===== src/rtl/fetch_unit.sv =====
// fetch_unit: single-entry instruction fetch stage.
// Requests instruction words from memory, holds one instruction for the
// decode controller, and redirects the fetch address on jumps, JR and
// taken branches (no delay slot). A redirect discards the held instruction
// and issues no request in that cycle.
module fetch_unit (
  input  logic        clk,
  input  logic        rst,
  output logic        imem_req,
  output logic [31:0] imem_addr,
  input  logic        imem_ready,
  input  logic [31:0] imem_rdata,
  input  logic        stall,
  input  logic [1:0]  jump,
  input  logic        branch,
  input  logic        branch_taken,
  input  logic [31:0] branch_offset,
  input  logic [31:0] jr_target,
  output logic [31:0] instr,
  output logic [31:0] instr_pc,
  output logic [31:0] pc_plus4,
  output logic        instr_valid
);

  // Encodings of the jump field driven by the decode controller.
  // The reserved code 2'b11 behaves as sequential.
  localparam logic [1:0] JUMP_SEQ = 2'b00;
  localparam logic [1:0] JUMP_J   = 2'b01;
  localparam logic [1:0] JUMP_JR  = 2'b10;

  typedef enum logic {
    IDLE  = 1'b0,
    FETCH = 1'b1
  } state_t;

  state_t      state;
  state_t      state_next;
  logic [31:0] fetch_pc;

  logic        consume;
  logic        redirect;
  logic        capture;
  logic        take_jr;
  logic        take_j;
  logic        take_branch;
  logic [31:0] j_target;
  logic [31:0] branch_target;
  logic [31:0] target;

  // Link value and memory address are straight views of the registers.
  assign pc_plus4  = instr_pc + 32'd4;
  assign imem_addr = fetch_pc;

  // Next-state logic: leave IDLE on the first cycle out of reset, then stay.
  always_comb begin
    // NOTE: every always_comb output gets a default first so no path can
    // leave it unassigned and infer a latch.
    state_next = state;
    case (state)
      IDLE:    state_next = FETCH;
      FETCH:   state_next = FETCH;
      default: state_next = IDLE;
    endcase
  end

  // Handshake and redirect decode; control inputs only matter on consume.
  always_comb begin
    consume     = 1'b0;
    take_jr     = 1'b0;
    take_j      = 1'b0;
    take_branch = 1'b0;
    redirect    = 1'b0;
    imem_req    = 1'b0;
    capture     = 1'b0;

    consume     = instr_valid & ~stall;
    take_jr     = consume & (jump == JUMP_JR);
    take_j      = consume & (jump == JUMP_J);
    take_branch = consume & branch & branch_taken;
    redirect    = take_jr | take_j | take_branch;

    // Request only when the holding slot is free or being vacated this
    // cycle, and never in a redirect cycle: the old fetch_pc is stale then.
    imem_req    = (state == FETCH) & ~redirect & (~instr_valid | consume);
    capture     = imem_req & imem_ready;
  end

  // Redirect target with priority JR > J > branch; all sums wrap mod 2^32.
  always_comb begin
    j_target      = '0;
    branch_target = '0;
    target        = '0;

    j_target      = {pc_plus4[31:28], instr[25:0], 2'b00};
    branch_target = pc_plus4 + {branch_offset[29:0], 2'b00};

    if (jump == JUMP_JR) begin
      target = jr_target;
    end else if (jump == JUMP_J) begin
      target = j_target;
    end else if (jump == JUMP_SEQ || branch) begin
      target = branch_target;
    end else begin
      target = branch_target;
    end
  end

  // State, fetch address and holding register; reset overrides everything,
  // so a memory response arriving during reset is dropped.
  always_ff @(posedge clk) begin
    // NOTE: sequential state uses non-blocking assignments so every register
    // here sees the pre-edge values of the others.
    if (rst) begin
      state       <= IDLE;
      fetch_pc    <= '0;
      instr       <= '0;
      instr_pc    <= '0;
      instr_valid <= 1'b0;
    end else begin
      state <= state_next;
      if (redirect) begin
        fetch_pc    <= target;
        instr_valid <= 1'b0;
      end else if (capture) begin
        instr       <= imem_rdata;
        instr_pc    <= fetch_pc;
        instr_valid <= 1'b1;
        fetch_pc    <= fetch_pc + 32'd4;
      end else if (consume) begin
        instr_valid <= 1'b0;
      end
    end
  end

endmodule


===== config.mk =====
export PLATFORM = sky130hd
export DESIGN_NAME = fetch_unit
export DESIGN_NICKNAME = d
export VERILOG_FILES = /design/src/rtl/fetch_unit.sv
export SDC_FILE = /design/constraint.sdc
export NUM_CORES = 1
export LEC_CHECK = 0
export CAP_MARGIN = 20
export CORE_MARGIN = 4
export CORE_UTILIZATION = 47
export CTS_CLUSTER_SIZE = 28
export DETAILED_ROUTE_END_ITERATION = 7
export PLACE_DENSITY = 0.9
export SYNTH_ARGS = -nofsm -noshare
export SYNTH_HDL_FRONTEND = slang
export SYNTH_SLANG_ARGS = --single-unit

===== constraint.sdc =====
create_clock -name clk -period 4.8 [get_ports clk]
set_input_delay 1.44 -clock clk [delete_from_list [all_inputs] [get_ports clk]]
set_output_delay 1.44 -clock clk [all_outputs]
set_load 0.01 [all_outputs]

==> results.md <==
- Routability congestion estimate from global placement: 0.894
- RSZ-0062 raised after global routing: false
- Clock Latency Late Sink: 0.35 ns
- Critical Path RT: 3.36 ns
- Clock root cell: clkbuf_16
- Final Max Tran Viols: 0
- Peak VDD IR: between 150 and 200 µV
- Routed WL: 25600 µm
- Critical Path AT: around 3.2 ns
- Row cnt: 44
- Syn_nets: 1071
- Largest net degree at the start of global routing: 68
- Synth cell types: 80
- Worst setup path class: in -> out
- Highest clock rate: 0.214 GHz
- CP Max Fanout: 3
- Yosys warning count: 0
- Nets: ~1300
- ANT nets after route: 0
- Share of cells above drive strength 1: 0.0518
- Register bit total from synthesis: 98
- Worst hold path type: reg -> reg
- Worst r2r path cells: 17
- CTS Buffer Depth: 2
- Hold Path Cell Cnt: 2
- Lkg Pwr: 3.58 nW
- Initial DRC Count: just over 700
- Total number of vias: 8003
- H-tree levels: 3
- First-pass GRT wire length: 38900 µm
- Via/cell ratio: 6.04
- Congestion Overflow GR: 0
- Top cells by area, synth: dfxtp_1 28%, nand2_1 10%, a21oi_1 8.9%
- PwrDens: around 220 mW/mm²
- Quantity of I/O buffers inserted on ports: 231
- CTS tree: built
- TritonRoute pass-1 iters: 5
- Syn Inst Count: 931
- DP Area: 0.00933 mm²
- Synth area leader: dfxtp_1
- Total GRT Usage: 0.294
- Mapped Area: between 0.006 and 0.007 mm²
- Core Area: approximately 0.014 mm²
- Chip Height: 129 µm
- Area Overhead vs Synth: 39.5%
- Post-synthesis sequential area ratio: 0.284
- Worst Setup Start Kind: input port
- Initial antenna violation count: 2
- Worst Tran Pin Value: 1.06 ns
- Most numerous cell in the Yosys netlist: nand2_1
- Critical path capture point type: output pin
- Synth Flop Type: dfxtp_1
- TNS Setup: 0 ns
- Hpwl dp: 19300 µm
- Hold buffer count at cts: 0
- Fin crit share: 0.972
- Avg Synthesized Cell Area: 7.42 µm²
- Post-CTS setup buffers: 0
- I/O pin cnt: 234
- Die width: around 130 µm
- Fin Clk Skew: 0.0129 ns
- Post-CTS sizing: 0
- Synth top area share: 0.284
- Max Cap Violations: 0
- Clk sinks: 98
- Final Hold Viols: 0
- Die area: 0.0167 mm²
- Fin crit period: 4.67 ns
- Routed wire per std cell: 19.3 µm
- Endpoints failing setup: 0
- EDFF count, synth: 0
- Inserted Clock Buffers: 9
- Vias in the first global route: around 7600
- Starting Density: 0.477
- DRC: 0
- Reg clk slew, reported paths: 0.08 ns
- Design Area, Final: 0.00964 mm²
- Ys async rst share: 0
- Rel. slew slack: 0.291
- Synth cell count leaders: 189 x nand2_1, 123 x a21oi_1, 98 x dfxtp_1
- Status: finished, final reports clean
## registers in the layout, summed over array words and instances (netlist names)
signal       flops
state            1
instr_valid      1
instr_pc        32
instr           32
imem_addr       32
## critical path, stage by stage
cell             delay (ns)
clkdlybuf4s50_1        0.45
xor2_1                 0.19
o31a_1                 0.34
nor2b_1                0.20
clkdlybuf4s50_1        0.60
## logic make-up after synthesis
| group | Yosys count | synth area share |
|---|---|---|
| buf+inv | 73 | 0.0442 |
| fa+ha+maj | 36 | 0.0663 |
| flops | 98 | 0.284 |
| mux | 11 | 0.0161 |
| xor+xnor | 63 | 0.0809 |
| compound gates | 257 | 0.239 |
| simple gates | 393 | 0.270 |
## placed cells by master, fill, tap and decap left out, drive strengths merged, types with 24 or more instances in the layout
cell / n
ha: 35
nor2: 63
nand2: 189
nand3: 39
a21oi: 124
o21ai: 25
dfxtp: 98
clkdlybuf4s50: 229
xor2: 24
xnor2: 39
## metrics by stage
stage,util,hold slack [ns],power [mW],worst slack [ns],std cells
CTS,0.665,0.462,2.08,0.119,1323
detailed placement,0.644,0.452,1.33,0.137,1307
global route,0.666,0.479,2.16,0.0324,1325
global placement,0.644,0.441,1.33,0.179,1307
finish,0.666,0.461,2.09,0.134,1325
floorplan,-,0.481,1.11,0.881,931
## per-layer routing
layer  track usage  part of all wire  up-vias
li1              -                 -     3761
met1         0.374              0.39     3697
met2         0.474              0.46      486
met3        0.0750              0.12       59
met4         0.124             0.033        0
met5             0                 0        -
## area by class of cell
class | instances | area [µm²]
fillers | 1196 | 4840
multi-input cells | 760 | 4650
repair buffers | 247 | 2420
flip-flops and latches | 98 | 1960
well taps | 184 | 230
clock buffers | 9 | 225
clock inverters | 7 | 76.3
inverters | 18 | 67.6
diodes | 2 | 5.00
## path summary, 6_finish.rpt
path	start	to	slack (ns)
setup / recovery	jump[1]	imem_req	0.13
hold / removal	instr[29]	instr[29]	0.46
setup reg to reg	instr_pc[11]	imem_addr[25]	0.42
hold reg to reg	instr[29]	instr[29]	0.46
## power by group
group / internal (mW) / switching, mW / total [mW] / leakage [nW]
Clock: 0.409 / 0.352 / 0.761 / 0.142
Combinational: 0.219 / 0.224 / 0.443 / 2.64
Sequential: 0.842 / 0.0410 / 0.883 / 0.796
No activity file was read; power rests on OpenSTA's default activity.
